`src/rtl/exec_store_unit.sv`:
```
// exec_store_unit: single-issue execute/store stage with ALU, load/store
// sequencing, operand forwarding from the last written-back value, status
// flags and a sticky halt.
//
// Ports:
//   clk, rst                  clock, synchronous active-high reset
//   issueValid, opcode        instruction valid / operation select
//   destReg                   destination register address
//   srcVal1, srcVal2          register-file operands
//   used1, used2              take the last written-back value instead
//   memAddr                   load/store address
//   stall                     front end must hold its instruction (combinational)
//   destRegStore, destVal     write-back address / value
//   storeNow                  one-cycle register-file write strobe
//   memAddrLoadStore          memory address
//   memValueStore, memWrite   store data / one-cycle store strobe
//   readReq                   load request, held until data is accepted
//   memValueLoad, valueReady  load data / data valid
//   ProcessorStatusWord       C,V,Z,N in the top four bits
//   powerdown                 sticky halt indication
module exec_store_unit #(
    parameter int unsigned DW = 16,
    parameter int unsigned RW = 4,
    parameter int unsigned AW = 8
) (
    input  logic          clk,
    input  logic          rst,
    input  logic          issueValid,
    input  logic [3:0]    opcode,
    input  logic [RW-1:0] destReg,
    input  logic [DW-1:0] srcVal1,
    input  logic [DW-1:0] srcVal2,
    input  logic          used1,
    input  logic          used2,
    input  logic [AW-1:0] memAddr,
    output logic          stall,
    output logic [RW-1:0] destRegStore,
    output logic [DW-1:0] destVal,
    output logic          storeNow,
    output logic [AW-1:0] memAddrLoadStore,
    output logic [DW-1:0] memValueStore,
    output logic          memWrite,
    output logic          readReq,
    input  logic [DW-1:0] memValueLoad,
    input  logic          valueReady,
    output logic [DW-1:0] ProcessorStatusWord,
    output logic          powerdown
);

    localparam int unsigned PW = 2 * DW;

    localparam logic [3:0] OP_NOP   = 4'd0;
    localparam logic [3:0] OP_HLT   = 4'd1;
    localparam logic [3:0] OP_ADD   = 4'd2;
    localparam logic [3:0] OP_SUB   = 4'd3;
    localparam logic [3:0] OP_MUL   = 4'd4;
    localparam logic [3:0] OP_SL    = 4'd5;
    localparam logic [3:0] OP_SR    = 4'd6;
    localparam logic [3:0] OP_AND   = 4'd7;
    localparam logic [3:0] OP_OR    = 4'd8;
    localparam logic [3:0] OP_NOT   = 4'd9;
    localparam logic [3:0] OP_XOR   = 4'd10;
    localparam logic [3:0] OP_LOAD  = 4'd14;
    localparam logic [3:0] OP_STORE = 4'd15;

    typedef enum logic [1:0] {IDLE, LOAD_WAIT, HALTED} state_t;

    state_t        state, stateNext;
    logic [DW-1:0] lastVal, lastValNext;
    logic [RW-1:0] loadDest, loadDestNext;
    logic          flagC, flagV, flagZ, flagN;
    logic          flagCNext, flagVNext, flagZNext, flagNNext;
    logic [RW-1:0] destRegStoreNext;
    logic [DW-1:0] destValNext;
    logic          storeNowNext;
    logic [AW-1:0] memAddrNext;
    logic [DW-1:0] memValueStoreNext;
    logic          memWriteNext;
    logic          readReqNext;
    logic          powerdownNext;

    logic [DW-1:0] val1, val2;
    logic [DW:0]   sum, diff, shl;
    logic [PW-1:0] prod;
    logic [DW-1:0] shr;
    logic [DW-1:0] aluRes;
    logic          aluC, aluV;

    assign stall = (state != IDLE);
    assign ProcessorStatusWord = {flagC, flagV, flagZ, flagN, {(DW-4){1'b0}}};

    // Forwarding from the most recent write-back
    assign val1 = used1 ? lastVal : srcVal1;
    assign val2 = used2 ? lastVal : srcVal2;

    // Extra top bit carries the ADD carry, SUB borrow and the last bit shifted out of SL
    assign sum  = {1'b0, val1} + {1'b0, val2};
    assign diff = {1'b0, val1} - {1'b0, val2};
    assign shl  = {1'b0, val1} << val2;
    assign shr  = val1 >> val2;
    assign prod = PW'(val1) * PW'(val2);

    // ALU result and C/V for the register-writing opcodes
    always_comb begin
        aluRes = '0;
        aluC   = 1'b0;
        aluV   = 1'b0;
        case (opcode)
            OP_ADD: begin
                aluRes = sum[DW-1:0];
                aluC   = sum[DW];
                aluV   = (val1[DW-1] == val2[DW-1]) && (sum[DW-1] != val1[DW-1]);
            end
            OP_SUB: begin
                aluRes = diff[DW-1:0];
                aluC   = diff[DW];
                aluV   = (val1[DW-1] != val2[DW-1]) && (diff[DW-1] != val1[DW-1]);
            end
            OP_MUL: begin
                aluRes = prod[DW-1:0];
                aluC   = |prod[PW-1:DW];
                aluV   = |prod[PW-1:DW];
            end
            OP_SL: begin
                aluRes = shl[DW-1:0];
                aluC   = shl[DW];
            end
            OP_SR:   aluRes = shr;
            OP_AND:  aluRes = val1 & val2;
            OP_OR:   aluRes = val1 | val2;
            OP_NOT:  aluRes = ~val1;
            OP_XOR:  aluRes = val1 ^ val2;
            default: aluRes = '0;
        endcase
    end

    // Next-state and registered-output logic
    always_comb begin
        stateNext         = state;
        lastValNext       = lastVal;
        loadDestNext      = loadDest;
        flagCNext         = flagC;
        flagVNext         = flagV;
        flagZNext         = flagZ;
        flagNNext         = flagN;
        destRegStoreNext  = destRegStore;
        destValNext       = destVal;
        storeNowNext      = 1'b0;
        memAddrNext       = memAddrLoadStore;
        memValueStoreNext = memValueStore;
        memWriteNext      = 1'b0;
        readReqNext       = readReq;
        powerdownNext     = powerdown;

        case (state)
            IDLE: begin
                if (issueValid) begin
                    case (opcode)
                        OP_NOP: ;
                        OP_ADD, OP_SUB, OP_MUL, OP_SL, OP_SR,
                        OP_AND, OP_OR, OP_NOT, OP_XOR: begin
                            destValNext      = aluRes;
                            destRegStoreNext = destReg;
                            storeNowNext     = 1'b1;
                            lastValNext      = aluRes;
                            flagCNext        = aluC;
                            flagVNext        = aluV;
                            flagZNext        = (aluRes == '0);
                            flagNNext        = aluRes[DW-1];
                        end
                        OP_LOAD: begin
                            memAddrNext  = memAddr;
                            readReqNext  = 1'b1;
                            loadDestNext = destReg;
                            stateNext    = LOAD_WAIT;
                        end
                        OP_STORE: begin
                            memAddrNext       = memAddr;
                            memValueStoreNext = val1;
                            memWriteNext      = 1'b1;
                        end
                        // HLT and the unused opcodes both halt
                        default: begin
                            powerdownNext = 1'b1;
                            stateNext     = HALTED;
                        end
                    endcase
                end
            end
            LOAD_WAIT: begin
                if (valueReady) begin
                    destValNext      = memValueLoad;
                    destRegStoreNext = loadDest;
                    storeNowNext     = 1'b1;
                    readReqNext      = 1'b0;
                    lastValNext      = memValueLoad;
                    flagCNext        = 1'b0;
                    flagVNext        = 1'b0;
                    flagZNext        = (memValueLoad == '0);
                    flagNNext        = memValueLoad[DW-1];
                    stateNext        = IDLE;
                end
            end
            HALTED: ;
            default: stateNext = IDLE;
        endcase
    end

    // State and output registers
    always_ff @(posedge clk) begin
        if (rst) begin
            state            <= IDLE;
            lastVal          <= '0;
            loadDest         <= '0;
            flagC            <= 1'b0;
            flagV            <= 1'b0;
            flagZ            <= 1'b0;
            flagN            <= 1'b0;
            destRegStore     <= '0;
            destVal          <= '0;
            storeNow         <= 1'b0;
            memAddrLoadStore <= '0;
            memValueStore    <= '0;
            memWrite         <= 1'b0;
            readReq          <= 1'b0;
            powerdown        <= 1'b0;
        end else begin
            state            <= stateNext;
            lastVal          <= lastValNext;
            loadDest         <= loadDestNext;
            flagC            <= flagCNext;
            flagV            <= flagVNext;
            flagZ            <= flagZNext;
            flagN            <= flagNNext;
            destRegStore     <= destRegStoreNext;
            destVal          <= destValNext;
            storeNow         <= storeNowNext;
            memAddrLoadStore <= memAddrNext;
            memValueStore    <= memValueStoreNext;
            memWrite         <= memWriteNext;
            readReq          <= readReqNext;
            powerdown        <= powerdownNext;
        end
    end

    // Unused opcode constant kept for readability of the decode table
    logic unusedHlt;
    assign unusedHlt = (OP_HLT == 4'd1);

endmodule

```
`config.mk`:
```
export PLATFORM = sky130hd
export DESIGN_NAME = exec_store_unit
export DESIGN_NICKNAME = d
export VERILOG_FILES = /design/src/rtl/exec_store_unit.sv
export SDC_FILE = /design/constraint.sdc
export NUM_CORES = 1
export LEC_CHECK = 0
export ABC_CLOCK_PERIOD_IN_PS = 28500
export CAP_MARGIN = 30
export CORE_ASPECT_RATIO = 0.8
export CORE_UTILIZATION = 55
export DETAILED_ROUTE_END_ITERATION = 7
export PLACE_DENSITY = 0.77
export SYNTH_ARGS = -nofsm -noshare
export SYNTH_HDL_FRONTEND = slang
export SYNTH_SLANG_ARGS = --single-unit
```
`constraint.sdc`:
```
create_clock -name clk -period 28.5 [get_ports clk]
set_input_delay 5.7 -clock clk [delete_from_list [all_inputs] [get_ports clk]]
set_output_delay 5.7 -clock clk [all_outputs]
set_load 0.01 [all_outputs]
```
After elaboration in Yosys (flattened, before gate mapping)
Cells that the tools add are included.
- $add $sub $neg: 2
- $mul: 1
- divide/modulo/power cells: 0
- $lt $le $gt $ge: 0
- eq/ne operators: 22
- shift operators: 2
- multiplexer cells: 40
- bitwise gates (word level): 8
- reductions and logical operators: 21
- operator list (kind ; count):
    16-bit case mux with 9 select lines ; 1
    16-bit two-way mux ; 5
    16-bit logical NOT ; 2
    16-bit by 16-bit multiplier with 32-bit output ; 1
    16-bit case mux with 2 select lines ; 1
    4-bit == test, second input constant ; 5
    16-bit by 16-bit adder with 17-bit output ; 1
    1-bit two-way mux ; 17
    16-bit by 16-bit << shifter with 17-bit output ; 1
    16-bit by 16-bit subtractor with 17-bit output ; 1
    16-bit bitwise AND ; 1
    4-bit by 3-bit == test with 1-bit output, second input constant ; 4
    16-bit inverter ; 1
    16-bit OR ; 1
    16-bit OR reduction ; 1
    16-bit by 16-bit right shift with 16-bit output ; 1
    16-bit bitwise XOR ; 1
    4-bit two-way mux ; 3
    1-bit case mux with 2 select lines ; 6
    3-bit AND reduction ; 4
    4-bit AND reduction ; 3
    12-bit OR reduction ; 1
    11-bit OR reduction ; 1
    2-bit inequality test, second input constant ; 5
    19 further kinds ; 28
- register bits after elaboration: 58
- bits in latches: 0
- memory bits (writable): 0
- bits in read-only memories: 0
- word-level logic and storage cells: 110
- memories kept: 0

Logic depth before layout (Yosys ltp)
- word-level depth: 8
- mapped depth: 29
- gate-level depth less buffers: 26

Least setup slack after synthesis
No wires, ideal clock.
- path type: input to register
- start: input port used2
- end: register flagC
- library setup time: 117 ps
- data arrival time: 12717 ps
- slack: 15665 ps
- cell stages on the path: 24
- cells stage by stage: buf_6 > buf_1 > mux2i_1 > clkinv_1 > ha_1 > inv_1 > fa_1 > fa_1 > fa_1 > fa_1 > fa_1 > fa_1 > inv_1 > ha_1 > a21oi_1 > a21oi_1 > a211o_1 > a211oi_1 > mux2i_1 > a31oi_1 > nand4_1 > nor4_1 > nand4_1 > a32o_1
- longest elaborated chain between the ends: 7
- elaborated cells between the ends (all ways): 10
- classes of those cells: add/sub: 2; mul: 1; shift: 1; mux: 5; reduce/logical: 1
- RTL lines (what ; line ; RTL):
    start, declared ; 34 ; input logic used2,
    16-bit two-way mux * ; 94 ; assign val2 = used2 ? lastVal : srcVal2;
    16-bit by 16-bit multiplier with 32-bit output ; 101 ; assign prod = PW'(val1) * PW'(val2);
    16-bit OR reduction ; 121 ; aluC = |prod[PW-1:DW];
    1-bit case mux with 4 select lines * ; 108 ; case (opcode)
    1-bit two-way mux * ; 158 ; case (opcode)
    1-bit two-way mux * ; 157 ; if (issueValid) begin
    1-bit case mux with 2 select lines * ; 155 ; case (state)
    end signal, assigned ; 231 ; flagC <= flagCNext;
    end, declared ; 71 ; logic flagC, flagV, flagZ, flagN;
Mark *: on every way between the ends. The rest lies on a longest branch, timed or not. The select of a mux whose other input is x is not followed.
A chain may end at the register's enable or synchronous reset.

Final worst setup path
- start: input port used1
- end: register flagC
- longest elaborated chain between the ends: 7
- elaborated cells between the ends (all ways): 10
- classes of those cells: add/sub: 2; mul: 1; shift: 1; mux: 5; reduce/logical: 1
- RTL lines (what ; line ; RTL):
    start, declared ; 33 ; input logic used1,
    16-bit two-way mux * ; 93 ; assign val1 = used1 ? lastVal : srcVal1;
    16-bit by 16-bit multiplier with 32-bit output ; 101 ;
    16-bit OR reduction ; 121 ;
    1-bit case mux with 4 select lines * ; 108 ;
    1-bit two-way mux * ; 158 ;
    1-bit two-way mux * ; 157 ;
    1-bit case mux with 2 select lines * ; 155 ;
Marks and branches as above.

==> metrics.log <==
INFO  metric yosysUniqueCellTypes = 91
INFO  metric worst_path_dominant_cell_family = adder cells
INFO  metric max_capacitance_violation_count = 0
INFO  metric p_sw_frac = 0.5409
INFO  metric drt_drc_violations_left = 0
INFO  metric antenna_left = 0
INFO  metric grt_antenna_before_repair = 3
INFO  metric power_frac_comb = 0.779
INFO  metric p_switching = 529.9 uW
INFO  metric post_route_cells_drive_above_1_share = 0.05801
INFO  metric cts_tree = done
INFO  metric syn_to_final_growth = 12.10%
INFO  metric timing.critical_path.buf_inv = 7
INFO  metric post_cts_hold_buffer_count = 0
INFO  metric crit_path_end_kind = flip-flop
INFO  metric crit_path_max_fanout = 17
INFO  metric antenna_cells = 0
INFO  metric htree_num_levels = 3
INFO  metric cpMostUsedCell = fa_1
INFO  metric setup_repair_after_global_routing_missed_its_margin = false
INFO  metric headroom_to_the_max_slew_limit = 0.2425
INFO  metric worst_hold_path_type = flip-flop to flip-flop
INFO  metric postLayoutCoreUtil = 0.6317
INFO  metric synth-edff-count = 0
INFO  metric hold_viol = 0
INFO  metric finalWeightedCongestion = 1.071
INFO  metric slowest_stage = mux2i_2
INFO  metric global_route_wire_length_before_repair = 89140 um
INFO  metric top_cells_by_count_synth = nor2_1 (242), inv_1 (235), nand2_1 (227)
INFO  metric grt_remaining_overflow = 0
INFO  metric finalSetupViolations = 0
INFO  metric internal_dissipation = 449.8 uW
INFO  metric floorplan.die.width = 189.4 um
INFO  metric mappedNetlistArea = 15460 um^2
INFO  metric num_rows = 54
INFO  metric clock_insertion_delay_worst_skew = 340 ps
INFO  metric slowest_delay = 600 ps
INFO  metric syn_area_per_cell = 7.878 um^2
INFO  metric power.leakage = 7.411 nW
INFO  metric seq_power_share = 0.089
INFO  metric synth.ff_latch_count = 57
INFO  metric final_cells = 2398
INFO  metric floorplan.io_pins = 135
INFO  metric routed_wirelength = 57910 um
INFO  metric critPathArrivalTime = 14450 ps
INFO  metric run_status = finished clean
INFO  metric holdWs = 455.2 ps
INFO  metric first_global_vias = 15089
INFO  metric initial_core_util = 0.5635
INFO  metric post_cts_resize_count = 0
INFO  metric synth_seq_area_share = 0.07382
INFO  metric post-dp-hpwl = 45440 um
INFO  metric share_clk_of_total_power = 0.132
INFO  metric total_instance_count_after_detailed_placement = 2379
INFO  metric tightest_slew = 1126 ps
INFO  metric max_clock_freq = 70.27 MHz
INFO  metric setup.worst_path.start_class = primary input
INFO  metric timing.final.max_slew_violations = 0
INFO  metric grtUsageTotal = 0.4048
INFO  metric cts_setup_buffers = 0
INFO  metric dieHeight = 151.9 um
INFO  metric grt_start_max_net_pins = 55
INFO  metric fp.coreArea = 27430 um^2
INFO  metric fin_nets = 2447
INFO  metric ys_warn_count = 0
INFO  metric drt_pass1_iterations = 6
INFO  metric layout.cell_area.non_filler = 17330 um^2
INFO  metric dpl_cell_area = 16940 um^2
INFO  metric post-synth-top-area-cell = fa_1
INFO  metric drt-wirelength-per-cell = 24.15 um
INFO  metric power.ir.vdd_worst = 70.04 uV
INFO  metric final-seq-area = 1141 um^2
INFO  metric cts_buffers = 9
INFO  metric drt_iter0_drc = 2152
INFO  metric n_fill_cell = 2432
INFO  metric synth_ff_type = dfxtp_1
INFO  metric count_of_clock_tree_sinks = 57
INFO  metric area_of_the_multi_input_gates = 12850 um^2
INFO  metric route.vias.total = 15641
INFO  metric synthTopCellsByArea = fa_1 (25%), ha_1 (12%), dfxtp_1 (7.4%), nor2_1 (5.9%), inv_1 (5.7%)
INFO  metric fin_skew = 5.307 ps
INFO  metric synth.top_cell.area_share = 0.2538
INFO  metric cts_buffer_depth = 2
INFO  metric synth_cells = 1962
INFO  metric power_density = 56.54 nW/um^2
INFO  metric viasPerCell = 6.523
INFO  metric worst-endpoint-required = 28720 ps
INFO  metric root_buffer = clkbuf_16
INFO  metric post-route-min-period = 14230 ps
INFO  metric period_share = 0.4993
INFO  metric synth_async_sr_flop_share = 0
INFO  metric setup_tns = 0 ps
INFO  metric portBuffers = 122
INFO  metric synth.most_common_cell = nor2_1
INFO  metric floorplan.die_area = 28780 um^2
INFO  metric setup.worst_path.class = primary input to flip-flop
INFO  metric cts.reportedPaths.clkPinSlew = 50 ps
-- metal layers --
| metal | routed length (um) | vias up | global-route usage |
|---|---|---|---|
| met3 | 8127 | 164 | 0.1393 |
| met5 | 12 | - | 0 |
| met4 | 1970 | 2 | 0.1110 |
| li1 | - | 6753 | - |
| met1 | 24190 | 7603 | 0.5877 |
| met2 | 23610 | 1119 | 0.5658 |
-- power by group through the flow --
stage | registers [mW] | clock network [mW] | logic [mW]
2_1_floorplan | 0.0888 | 0 | 0.511
3_3_place_gp | 0.0888 | 0 | 0.720
3_5_place_dp | 0.0890 | 0 | 0.732
4_1_cts | 0.0874 | 0.130 | 0.738
5_1_grt | 0.0878 | 0.134 | 0.836
6_report | 0.0875 | 0.129 | 0.763
-- worst reg2reg max path: stages, from the launching register on --
cell	delay [ps]
dfxtp_1	400
mux2i_2	520
inv_1	480
ha_1	580
fa_1	600
inv_1	50
fa_1	390
fa_1	530
fa_1	560
inv_1	50
fa_1	470
inv_1	50
fa_1	480
inv_1	60
ha_1	350
a21oi_1	210
o21ai_0	270
a41oi_1	500
a21oi_1	120
or3_1	400
a221o_1	310
nor4_1	230
nand4_1	280
a32o_1	330
-- stage by stage --
step / power (mW) / setup slack (ps)
final: 0.9797 / 14270
after global routing: 1.058 / 13920
after CTS: 0.9549 / 14370
after detailed placement: 0.8212 / 14050
after global placement: 0.8092 / 14380
after floorplan: 0.5999 / 15670
-- cells in the final DEF (no fill, tap or decap), types with 16 or more instances in the layout --
| master | Yosys | layout |
|---|---|---|
| nand3_1 | 40 | 40 |
| o22ai_1 | 16 | 16 |
| mux2i_1 | 63 | 59 |
| xnor2_1 | 22 | 22 |
| a21oi_1 | 116 | 116 |
| buf_4 | 23 | 42 |
| ha_1 | 152 | 152 |
| dfxtp_1 | 57 | 57 |
| nand2_1 | 227 | 227 |
| inv_1 | 235 | 235 |
| nor3_1 | 38 | 38 |
| fa_1 | 196 | 196 |
| a211oi_1 | 41 | 41 |
| nor2_1 | 242 | 242 |
| o21ai_0 | 54 | 54 |
| nor4_1 | 23 | 22 |
| nand2b_1 | 22 | 22 |
| clkdlybuf4s50_1 | 0 | 121 |
-- layout make-up --
type / count / share of cell area
Clock buffer: 10 / 0.01379
Clock inverter: 6 / 0.006643
Inverter: 256 / 0.05546
Multi-Input combinational cell: 1537 / 0.7415
Sequential cell: 57 / 0.06585
Tap cell: 364 / 0.02628
Timing Repair Buffer: 168 / 0.09048
-- logic make-up after synthesis --
logic type	Yosys count	synth area share
simple gates	664	0.1920
compound gates	398	0.1724
buf+inv	379	0.1009
fa+ha+maj	348	0.3769
mux	88	0.06848
flops	57	0.07382
xor+xnor	27	0.01530
other cells	1	0.0002426
-- worst paths after layout --
check / startpoint / end / slack, ps / cells after the start
max: used1 / flagC / 14270 / 25
min: loadDest[1] / loadDest[1] / 460 / 2
max reg2reg: lastVal[5] / flagC / 20170 / 23
min reg2reg: loadDest[1] / loadDest[1] / 460 / 2
-- sequential cells by signal (all words and copies together) (netlist names) --
signal	cells
flagZ	1
flagV	1
flagC	1
loadDest	4
lastVal	16
state	2
memWrite	1
destRegStore	4
memValueStore	16
storeNow	1
readReq	1
memAddrLoadStore	8
powerdown	1
(Power assumes the default switching activity.)
